===== config.mk =====
export PLATFORM = sky130hd
export DESIGN_NAME = lcd_frame_sequencer
export DESIGN_NICKNAME = d
export VERILOG_FILES = /design/src/rtl/lcd_frame_sequencer.sv
export SDC_FILE = /design/constraint.sdc
export NUM_CORES = 1
export LEC_CHECK = 0
export ABC_AREA = 1
export ABC_CLOCK_PERIOD_IN_PS = 3400
export CAP_MARGIN = 20
export CELL_PAD_IN_SITES_DETAIL_PLACEMENT = 0
export CELL_PAD_IN_SITES_GLOBAL_PLACEMENT = 2
export CORE_UTILIZATION = 40
export CTS_CLUSTER_SIZE = 40
export DETAILED_ROUTE_END_ITERATION = 16
export PLACE_DENSITY_LB_ADDON = 0.1
export SYNTH_ARGS = -nofsm -noshare
export SYNTH_HDL_FRONTEND = slang
export SYNTH_SLANG_ARGS = --single-unit

===== constraint.sdc =====
create_clock -name i_clk -period 3.4 [get_ports i_clk]
set_input_delay 0.34 -clock i_clk [delete_from_list [all_inputs] [get_ports i_clk]]
set_output_delay 0.34 -clock i_clk [all_outputs]
set_load 0.005 [all_outputs]

===== src/rtl/lcd_frame_sequencer.sv =====
// lcd_frame_sequencer
//   Drives the command port of the LCD control IP as a two-line character
//   display. A 2 x NUM_COLS frame buffer is written by the host. The block
//   sends INIT once on i_start. Each frame it then sends SETCURSOR line 0,
//   NUM_COLS DATA, SETCURSOR line 1, and NUM_COLS DATA.
//
// Ports
//   i_clk, i_rst      clock, synchronous active-high reset
//   i_start           pulse: INIT followed by one frame (ignored while busy)
//   i_refresh         pulse: redraw the frame (ignored until initialised)
//   i_wr_en/addr/data frame buffer write port (addr 0..NUM_COLS-1 = line 0)
//   o_cmd_valid       command presented to the LCD control IP
//   o_cmd_func        function code (0 INIT, 1 SETCURSOR, 2 DATA)
//   o_cmd_data        character, or cursor {line[3:0], col[3:0]}
//   i_cmd_done        1-cycle pulse: current command finished
//   o_ready           INIT has completed since the last reset
//   o_busy            a command sequence is in progress
//   o_frame_done      1-cycle pulse after the last DATA of a frame
module lcd_frame_sequencer #(
  parameter int unsigned          SIZE_DATA  = 8,
  parameter int unsigned          SIZE_FUNC  = 2,
  parameter int unsigned          NUM_COLS   = 16,
  parameter logic [SIZE_DATA-1:0] BLANK_CHAR = SIZE_DATA'(8'h20)
) (
  input  logic                 i_clk,
  input  logic                 i_rst,
  input  logic                 i_start,
  input  logic                 i_refresh,
  input  logic                 i_wr_en,
  input  logic [4:0]           i_wr_addr,
  input  logic [SIZE_DATA-1:0] i_wr_data,
  output logic                 o_cmd_valid,
  output logic [SIZE_FUNC-1:0] o_cmd_func,
  output logic [SIZE_DATA-1:0] o_cmd_data,
  input  logic                 i_cmd_done,
  output logic                 o_ready,
  output logic                 o_busy,
  output logic                 o_frame_done
);

  localparam int unsigned DEPTH     = 2 * NUM_COLS;
  localparam int unsigned AW        = (DEPTH > 1) ? $clog2(DEPTH) : 1;
  localparam int unsigned LAST_STEP = 2 * NUM_COLS + 2;
  localparam int unsigned SW        = $clog2(LAST_STEP + 1);

  localparam logic [SIZE_FUNC-1:0] FUNC_INIT   = SIZE_FUNC'(0);
  localparam logic [SIZE_FUNC-1:0] FUNC_SETCUR = SIZE_FUNC'(1);
  localparam logic [SIZE_FUNC-1:0] FUNC_DATA   = SIZE_FUNC'(2);

  localparam logic [SIZE_DATA-1:0] CURSOR_L0 = SIZE_DATA'(8'h00);
  localparam logic [SIZE_DATA-1:0] CURSOR_L1 = SIZE_DATA'(8'h10);

  typedef enum logic [2:0] {
    S_IDLE,
    S_ISSUE,
    S_WAIT,
    S_GAP,
    S_DONE
  } state_t;

  state_t               r_state;
  logic [SW-1:0]        r_step;
  logic                 r_dirty;
  logic                 r_cmd_valid;
  logic [SIZE_FUNC-1:0] r_cmd_func;
  logic [SIZE_DATA-1:0] r_cmd_data;
  logic                 r_ready;
  logic                 r_busy;
  logic                 r_frame_done;
  logic [SIZE_DATA-1:0] r_buf [DEPTH];

  logic                 w_wr_in_range;
  logic [SIZE_FUNC-1:0] w_func;
  logic [SIZE_DATA-1:0] w_data;
  logic [AW-1:0]        w_idx;

  assign w_wr_in_range = (32'(i_wr_addr) < DEPTH);

  // Decode the step pointer into the command to issue. Line 1 data sits one
  // step later than its buffer index because of the second SETCURSOR.
  always_comb begin
    w_func = FUNC_DATA;
    w_data = '0;
    w_idx  = '0;
    if (r_step == '0) begin
      w_func = FUNC_INIT;
    end else if (r_step == SW'(1)) begin
      w_func = FUNC_SETCUR;
      w_data = CURSOR_L0;
    end else if (r_step == SW'(NUM_COLS + 2)) begin
      w_func = FUNC_SETCUR;
      w_data = CURSOR_L1;
    end else if (r_step <= SW'(NUM_COLS + 1)) begin
      w_idx = AW'(r_step - SW'(2));
    end else begin
      w_idx = AW'(r_step - SW'(3));
    end
    if (w_func == FUNC_DATA) begin
      w_data = r_buf[w_idx];
    end
  end

  always_ff @(posedge i_clk) begin
    if (i_rst) begin
      r_state      <= S_IDLE;
      r_step       <= '0;
      r_dirty      <= 1'b0;
      r_cmd_valid  <= 1'b0;
      r_cmd_func   <= '0;
      r_cmd_data   <= '0;
      r_ready      <= 1'b0;
      r_busy       <= 1'b0;
      r_frame_done <= 1'b0;
      for (int unsigned i = 0; i < DEPTH; i++) begin
        r_buf[i] <= BLANK_CHAR;
      end
    end else begin
      r_frame_done <= 1'b0;

      if (i_wr_en && w_wr_in_range) begin
        r_buf[i_wr_addr[AW-1:0]] <= i_wr_data;
      end

      // Content changes or redraw requests after init are remembered. The
      // flag is cleared when the first SETCURSOR of a frame starts. All buffer
      // reads happen after that point, so the clear below may take priority.
      if ((i_wr_en || i_refresh) && r_ready) begin
        r_dirty <= 1'b1;
      end

      case (r_state)
        S_IDLE: begin
          if (i_start && !r_busy) begin
            r_step  <= '0;
            r_busy  <= 1'b1;
            r_state <= S_ISSUE;
          end else if ((i_refresh || r_dirty) && r_ready) begin
            r_step  <= SW'(1);
            r_dirty <= 1'b0;
            r_busy  <= 1'b1;
            r_state <= S_ISSUE;
          end
        end

        S_ISSUE: begin
          r_cmd_func  <= w_func;
          r_cmd_data  <= w_data;
          r_cmd_valid <= 1'b1;
          r_state     <= S_WAIT;
        end

        S_WAIT: begin
          if (i_cmd_done) begin
            r_cmd_valid <= 1'b0;
            if (r_step == '0) begin
              r_ready <= 1'b1;
              r_dirty <= 1'b0;
            end
            if (r_step == SW'(LAST_STEP)) begin
              r_frame_done <= 1'b1;
              r_state      <= S_DONE;
            end else begin
              r_step  <= r_step + SW'(1);
              r_state <= S_GAP;
            end
          end
        end

        S_GAP: begin
          r_state <= S_ISSUE;
        end

        S_DONE: begin
          r_busy  <= 1'b0;
          r_state <= S_IDLE;
        end

        default: begin
          r_state <= S_IDLE;
        end
      endcase
    end
  end

  assign o_cmd_valid  = r_cmd_valid;
  assign o_cmd_func   = r_cmd_func;
  assign o_cmd_data   = r_cmd_data;
  assign o_ready      = r_ready;
  assign o_busy       = r_busy;
  assign o_frame_done = r_frame_done;

endmodule


### Word-level counts from Yosys, hierarchy flattened

Memories as Yosys holds them, arrays and structs flattened.
Cells that the tools add are included.

| cells by class | value |
|---|---|
| add/sub/neg operators | 3 |
| $lt $le $gt $ge | 1 |
| equal/unequal tests | 11 |
| mux-type cells | 41 |
| bitwise operators | 2 |
| reduce and logical (&&, ||, !) cells | 18 |

Operator list:

| operator | number |
|---|---|
| $mux 5 | 7 |
| $mux 6 | 4 |
| $mux 8 | 3 |
| $mux 1 | 15 |
| $mux 3 | 4 |
| $pmux 3 s4 | 1 |
| $pmux 6 s2 | 1 |
| $sub 5x2->5 const B | 2 |
| $reduce_or 8->1 | 1 |
| $add 6x1->6 const B | 1 |
| $eq 3x2->1 const B | 2 |
| $eq 6x1->1 const B | 1 |
| $eq 6x5->1 const B | 1 |
| $eq 6x6->1 const B | 1 |
| $le 6x5->1 const B | 1 |
| $logic_not 6->1 | 1 |
| $mux 2 | 3 |
| $pmux 1 s2 | 3 |
| $reduce_and 2->1 | 3 |
| $reduce_bool 2->1 | 3 |
| $ne 2x2->1 const B | 2 |
| $reduce_and 4->1 | 1 |
| $eq 3x1->1 const B | 1 |
| $eq 3x3->1 const B | 1 |
| 9 further kinds | 13 |

| word-level totals | value |
|---|---|
| register bits after elaboration | 24 |
| RAM bits | 256 |
| input port bits | 19 |
| output and inout bits | 14 |
| memories kept | 1 |

Memory list:

| name | depth | bits a word | rd ports | clocked after Yosys merged registers in | wr ports | RTL line | source |
|---|---|---|---|---|---|---|---|
| r_buf | 32 | 8 | 1 | 0 | 32 | 70 | `logic [SIZE_DATA-1:0] r_buf [DEPTH];` |

### Logic depth before layout (Yosys ltp)

Gate-level depths: netlist of the first run.
An unclocked memory read counts as a cell.

| depth | value |
|---|---|
| depth after elaboration | 7 |
| depth in mapped cells | 19 |
| depth with buffers taken out | 17 |

### Least setup slack after synthesis of the first run

No wires, ideal clock.

| path | value |
|---|---|
| kind | reg2reg |
| start | register r_step[0] |
| end | register r_cmd_data[6] (netlist: o_cmd_data[6]) |
| library setup time | 0.132 ns |
| arrival time | 2.267 ns |
| path slack | 1.001 ns |
| stages on the path, launching flop included | 18 |
| cell sequence | dfxtp_1 > clkbuf_1 > inv_1 > ha_1 > inv_1 > nor2_1 > nand2_1 > nand3_2 > nand2_4 > buf_4 > clkbuf_1 > nand4_1 > nand3_1 > nand3_1 > nand3_1 > nand3_1 > nand3_1 > a21oi_1 |

| on the way | value |
|---|---|
| longest elaborated chain between the ends | 7 |
| elaborated cells on any way between the ends | 16 |

RTL lines:

| what | RTL line | source |
|---|---|---|
| start, declared | 62 | `logic [SW-1:0] r_step;` |
| start signal, assigned | 163 | `r_step <= r_step + SW'(1);` |
| $sub 5x2->5 (tied with other cells) | 96 | `w_idx = AW'(r_step - SW'(3));` |
| $mux 5 | 93 | `end else if (r_step <= SW'(NUM_COLS + 1)) begin` |
| $mux 5 | 90 | `end else if (r_step == SW'(NUM_COLS + 2)) begin` |
| $mux 5 | 87 | `end else if (r_step == SW'(1)) begin` |
| $mux 5 | 85 | `if (r_step == '0) begin` |
| $mem_v2 32x8 | -- |  |
| $mux 8 (*) | 98 | `if (w_func == FUNC_DATA) begin` |
| end signal, assigned | 147 | `r_cmd_data <= w_data;` |
| end, declared | 66 | `logic [SIZE_DATA-1:0] r_cmd_data;` |

Mark *: on every way between the ends. The rest lies on a longest branch, timed or not.
A chain may end at the register's enable or synchronous reset.

### Worst setup path in the final report of the first run

| path | value |
|---|---|
| start | register r_step[1] |
| end | register r_cmd_data[0] (netlist: o_cmd_data[0]) |

The elaborated chain is that of the path after synthesis.

==> metrics, run 1 <==
outcome finished, final reports clean; total clock buffers created by CTS 35; CP max FO 50; CP max-delay cell dfxtp_1; Area Overhead vs Synth 13.0%; ranking of synthesized cells by area edfxtp_1, nand3_1, nor2_1; post-CTS setup buffer count 0; Die Wd 187 µm; core box area between 30000 and 40000 µm²; Setup CP Type reg -> reg; Slew headroom 53.1%; top cell type by total area after synthesis edfxtp_1; clk_lat worst skew 510 ps; flops & latches, synth 280; maxcap violations 0; met2 Use GR 41.1%; DRC violation count after routing 0; crit path capture type flop; post-route clock period utilization 85.8%; ant diodes 0; DRT Wirelength 42900 µm; syn avg cell area ~9 µm²; Syn. warnings 0; CP dominant cell by count nand3_1; Root Buffer Master clkbuf_16; vias ~11000; hpwl dp roughly 26000 µm; top cell type's share of synthesized area 56.3%; Reg clk slew, reported paths roughly 50 ps; Core Rows 67; GRT Resource Usage Total 24.5%; Period minus WS final 2920 ps; CTS tree done; PostCTS Resize Cnt 0; effective utilization at floorplan 40.8%; final net count between 1500 and 2000; Synth Flop Type edfxtp_1; CP Launch Type flop; RSZ-0062 raised after global routing false; placed cell count 1896; drt first pass iters 5; Via density 5.47; min-delay worst type reg -> reg; leakage 5.97 nW; ANT nets after route 0; Netlist Area Pre-Place 13700 µm²; Critical Path AT 3300 ps; Mapped Nets 1520; Max VDD drop around 0.63 mV; routed wire length per instance ~22 µm; Final Hold Fails 0; clock buffer depth 3; Die Span Y 187 µm; IO Port Bufs 32; GRT met3 Usage 3.25%; worst path cell trace inv_1 -> ha_1 -> nand3_1 -> nand2_1 -> nor2_4 -> nand3_4 -> buf_12 -> nand2_1 -> nand3_1 -> nand3_1 -> nand3_1 -> nand2_1 -> nand2_1 -> nand3_1 -> a21oi_1; CTS sink cnt 280; CTS H-Tree Depth 2; EDFF count, synth 256; power density over cell area 792 nW/µm²; share of cells above drive strength 1 6.49%; initial antenna violation count 0; Fin Setup TNS 0 ps; crit-path max cell delay between 400 and 500 ps; largest net degree at the start of global routing 117; global-route track usage on met1 between 30% and 40%; GRT overflow 0; 1st-iter DRT viols 900; fin. max-slew vios 0; Yosys cell types 33; die area between 30000 and 40000 µm²; hold-fix buffers at CTS 0; vias in the first global route approximately 10000; cell with the most instances after synthesis nor2_1; Max Clk Rate 343 MHz; Setup Viol. Count Final 0; top post-synthesis cells by count nor2_1, edfxtp_1, nand2_1, nand3_1, inv_1; global placer's final weighted congestion between 0.7 and 0.8; Top Ports 33; Seq/Total Area, Yosys 59.8%; worst endpoint required time 3780 ps; clock skew ~17 ps; GRT Max-Usage Layer met2; asr flop ratio synth 0%; first-pass GRT wire length 64500 µm; Worst Tran Pin Value roughly 700 ps; reg-to-reg setup timing slack 480 ps; Final Non-Filler Cells 1957; Synth Instances 1493
sequential cells by signal, indices dropped and copies added (netlist names):
register,count
o_frame_done,1
o_cmd_valid,1
o_cmd_func,2
r_buf,256
r_step,6
o_busy,1
r_state,3
r_dirty,1
o_cmd_data,8
o_ready,1
worst max-delay path: cells and delay by family (launching register included):
| kind | cells | cell delay [ps] |
|---|---|---|
| AO/OA/AOI/OAI | 1 | 60 |
| adder cells (fa/ha/maj) | 1 | 230 |
| buffers and inverters | 2 | 420 |
| flip-flops | 1 | 460 |
| AND/OR/NAND/NOR | 11 | 1570 |
cell usage in the layout, fill, tap and decap left out, types with 2 or more instances in the layout:
cell | Yosys | final
a211oi_1 | 2 | 2
o21ai_0 | 8 | 8
nor3_1 | 17 | 17
or2_2 | 2 | 2
clkinv_2 | 0 | 7
inv_6 | 0 | 2
nand3_2 | 5 | 3
nand3_1 | 230 | 230
clkbuf_1 | 57 | 7
inv_2 | 5 | 5
nor4_1 | 2 | 2
xor2_1 | 4 | 4
clkinv_1 | 0 | 5
edfxtp_1 | 256 | 256
clkbuf_8 | 0 | 3
buf_12 | 0 | 8
dfxtp_1 | 24 | 24
nor2_4 | 2 | 3
nand3_4 | 0 | 2
nor2_1 | 274 | 274
nor2_2 | 5 | 4
o21ai_1 | 10 | 10
buf_4 | 9 | 19
inv_1 | 133 | 133
ha_1 | 8 | 8
clkbuf_16 | 0 | 35
clkdlybuf4s50_1 | 0 | 32
a31oi_1 | 2 | 2
a21oi_1 | 19 | 19
o211ai_1 | 3 | 3
nand2_1 | 256 | 256
nand4_1 | 116 | 116
path summary, 6_finish.rpt:
check | start | end | cells past startpoint
worst max-delay path | r_step[1] | o_cmd_data[0] | 15
worst min-delay path | o_cmd_valid | o_cmd_valid | 2
worst max register to register | r_step[1] | o_cmd_data[0] | 15
worst min register to register | o_cmd_valid | o_cmd_valid | 2
routing by layer:
layer	wire length [µm]	share of wire [%]
met2	21100	49
met4	771	1.8
met1	18700	43
met3	2400	5.6
met5	0	0
stage by stage:
stage | power (mW) | utilization, % | setup slack, ps | hold slack (ps) | cell area [µm²]
2_1_floorplan | 7.10 | - | 1000 | 444 | 13700
5_1_grt | 12.9 | 46.1 | 214 | 501 | 15400
3_5_place_dp | 8.84 | 42.9 | 512 | 460 | 14400
6_report | 12.2 | 46.1 | 483 | 467 | 15400
3_3_place_gp | 8.85 | 42.9 | 543 | 453 | 14400
4_1_cts | 12.3 | 46.1 | 489 | 469 | 15400
report_power, final:
group	internal (mW)	total [mW]	switching [mW]
Combinational	1.33	4.65	3.32
Sequential	3.99	4.12	0.131
Clock	2.03	3.45	1.42
area by class of cell:
cell class | count | area [µm²]
clock inverter | 16 | 109
sequential | 280 | 8170
fill | 3337 | 18100
clock buffer | 45 | 943
timing repair buffer | 59 | 623
multi-input combinational | 971 | 4520
inverter | 138 | 518
tap | 448 | 561
kinds of logic (layout without fill, tap and decap cells):
logic type / after synthesis / in the layout / synth area share (%)
and+or+nand+nor: 913 / 913 / 30.1
adders and majority gates: 8 / 8 / 0.732
DFF: 280 / 280 / 59.8
AOI/OAI and AO/OA: 46 / 46 / 1.84
xor gates and xnor gates: 4 / 4 / 0.256
buffers and inverters: 242 / 258 / 7.27
Power figures use the tool's default switching activity.
==> inputs of run 2 (changes only) <==
--- a/config.mk
+++ b/config.mk
@@ -6,14 +6,15 @@
 export NUM_CORES = 1
 export LEC_CHECK = 0
 export ABC_AREA = 1
-export ABC_CLOCK_PERIOD_IN_PS = 3400
+export ABC_CLOCK_PERIOD_IN_PS = 3200
 export CAP_MARGIN = 20
 export CELL_PAD_IN_SITES_DETAIL_PLACEMENT = 0
 export CELL_PAD_IN_SITES_GLOBAL_PLACEMENT = 2
 export CORE_UTILIZATION = 40
+export CTS_BUF_LIST = sky130_fd_sc_hd__clkbuf_8 sky130_fd_sc_hd__clkbuf_16
 export CTS_CLUSTER_SIZE = 40
 export DETAILED_ROUTE_END_ITERATION = 16
-export PLACE_DENSITY_LB_ADDON = 0.1
+export PLACE_DENSITY_LB_ADDON = 0.08
 export SYNTH_ARGS = -nofsm -noshare
 export SYNTH_HDL_FRONTEND = slang
 export SYNTH_SLANG_ARGS = --single-unit
==> constraint.sdc (replaced) <==
create_clock -name i_clk -period 3.2 [get_ports i_clk]
set_input_delay 0.32 -clock i_clk [delete_from_list [all_inputs] [get_ports i_clk]]
set_output_delay 0.32 -clock i_clk [all_outputs]
set_load 0.005 [all_outputs]
==> metrics, run 2 (synthesis gave the netlist of run 1 again) <==
outcome finished, final reports clean; hpwl dp 26300 µm (+1.1%); most common cell after layout, fill and taps aside nor2_1; largest net degree at the start of global routing 85 (-27%); Max VDD drop 0.635 mV (+0.53%); crit path capture type flop; drt first pass iters 6 (+1); Top reg by flops r_buf; sw frac 40.1% (+0.29 points); Critical Path AT 3270 ps (-30 ps); post-route clock period utilization 90.1% (+4.3 points); clock buffer depth 3 (unchanged); initial antenna violation count 0 (unchanged); number of fill cells 3292 (-1.3%); sw power 5.20 mW (+6.7%); DRT Wirelength 43600 µm (+1.6%); Period minus WS final 2880 ps (-33.1 ps); Setup CP Type reg -> reg; Root Buffer Master clkbuf_16; 1st-iter DRT viols 889 (-1.2%); vias in the first global route 10300 (+0.048%); global placer's final weighted congestion 0.814 (+4.4%); Top Ports 33 (unchanged); routed wire length per instance 22.2 µm (+1.3%); Final Hold Fails 0 (unchanged); leakage 6.03 nW (+1.0%); PostCTS Resize Cnt 0 (unchanged); max FFs per register 256 (unchanged); fin. max-slew vios 0 (unchanged); total clock buffers created by CTS 34 (-2.9%); CP Launch Type flop; CTS sink cnt 280 (unchanged); final net count 1518 (+0.40%); CP max-delay cell dfxtp_1; Area Overhead vs Synth 13.3%; Die Wd 187 µm (unchanged); IO Port Bufs 32 (unchanged); post-CTS setup buffer count 0 (unchanged); most frequent cells in the layout nor2_1, nand2_1, edfxtp_1; Final Non-Filler Cells 1964 (+0.36%); register area 8170 µm² (unchanged); share of total power in sequential cells 33.9% (+0.2 points); Multi-input gate area 4520 µm² (unchanged); internal power 7.75 mW (+5.4%); share of cells above drive strength 1 6.73% (+0.23 points); Fin Setup TNS 0 ps (unchanged); worst endpoint required time 3580 ps (-200 ps); vias 10800 (+0.68%); ant diodes 0 (unchanged); effective utilization at floorplan 40.8% (unchanged); DRC violation count after routing 0 (unchanged); clock skew 23.4 ps (+6.75 ps); maxcap violations 0 (unchanged); ANT nets after route 0 (unchanged); Via density 5.49 (+0.32%); placed cell count 1903 (+0.37%); Slew headroom 51.8% (-1.3 points); power density over cell area 836 nW/µm² (+5.7%); min-delay worst type reg -> reg; Max Clk Rate 347 MHz (+1.1%); CTS tree done; Core Rows 67 (unchanged); hold-fix buffers at CTS 0 (unchanged); RSZ-0062 raised after global routing false; GRT Resource Usage Total 24.9% (+0.43 points); final core occ 46.2% (+0.10 points); Worst Tran Pin Value 722 ps (+19.1 ps); die area 34900 µm² (unchanged); Clock power frac 27.7% (-0.5 points); CP dominant cell by count nand3_1; worst path cell trace inv_1 -> ha_1 -> nand3_1 -> nand2_1 -> nor2_4 -> nand2_1 -> nor2_4 -> buf_4 -> nand3_1 -> nand3_1 -> nand3_1 -> nand2_1 -> nand2_1 -> nand3_1 -> a21oi_1; Setup Viol. Count Final 0 (unchanged); crit-path max cell delay 460 ps (about the same); Die Span Y 187 µm (unchanged); combinational power share 38.4% (+0.4 points); first-pass GRT wire length 65400 µm (+1.4%); CTS H-Tree Depth 2 (unchanged); GRT overflow 0 (unchanged); Reg clk slew, reported paths 60 ps (about the same); CP max FO 32 (-36%); core box area 33500 µm² (unchanged); clk_lat worst skew 530 ps (+20 ps)
## run 2: power groups by stage
stage	Sequential [mW]	Clock [mW]	Combinational (mW)
after floorplan	4.40	0	3.15
after global placement	4.46	0	5.00
after detailed placement	4.46	0	4.98
after CTS	4.38	3.65	4.99
after global routing	4.41	3.79	5.41
final	4.38	3.59	4.98
## run 2: routing by layer
| layer | vias up | wire, µm | track usage [%] |
|---|---|---|---|
| li1 | 5102 | - | - |
| met1 | 5328 | 20400 | 36.0 |
| met2 | 301 | 20300 | 39.9 |
| met3 | 55 | 2140 | 3.06 |
| met4 | 0 | 852 | 6.12 |
| met5 | - | 0 | 0 |
## run 2: cell type report
| cell class | count | area share [%] |
|---|---|---|
| flip-flops and latches | 280 | 52.8 |
| multi-input cells | 971 | 29.2 |
| clock buffers | 35 | 5.58 |
| repair buffers | 66 | 4.45 |
| well taps | 448 | 3.62 |
| inverters | 138 | 3.35 |
| clock inverters | 26 | 1.02 |
## run 2: worst paths after layout
kind | start | slack (ps) | cells after the start | endpoint
setup / recovery | r_step[1] | 320 | 15 | o_cmd_data[1]
hold / removal | o_cmd_valid | 470 | 2 | o_cmd_valid
setup reg to reg | r_step[1] | 320 | 15 | o_cmd_data[1]
hold reg to reg | o_cmd_valid | 470 | 2 | o_cmd_valid
## run 2: critical path: cells and delay by family, from the launching register on
family | cells | cell delay (ps)
AO/OA/AOI/OAI | 1 | 60
adder cells (fa/ha/maj) | 1 | 230
buffers and inverters | 2 | 500
flip-flops | 1 | 460
AND/OR/NAND/NOR | 11 | 1470
## run 2: metrics by stage
| step | worst slack (ps) | hold WS [ps] | power [mW] | cell area, µm² |
|---|---|---|---|---|
| 2_1_floorplan | 801 | 444 | 7.55 | 13700 |
| 3_3_place_gp | 332 | 463 | 9.46 | 14500 |
| 3_5_place_dp | 321 | 455 | 9.43 | 14500 |
| 4_1_cts | 304 | 474 | 13.0 | 15500 |
| 5_1_grt | 50.6 | 500 | 13.6 | 15500 |
| 6_report | 316 | 468 | 12.9 | 15500 |
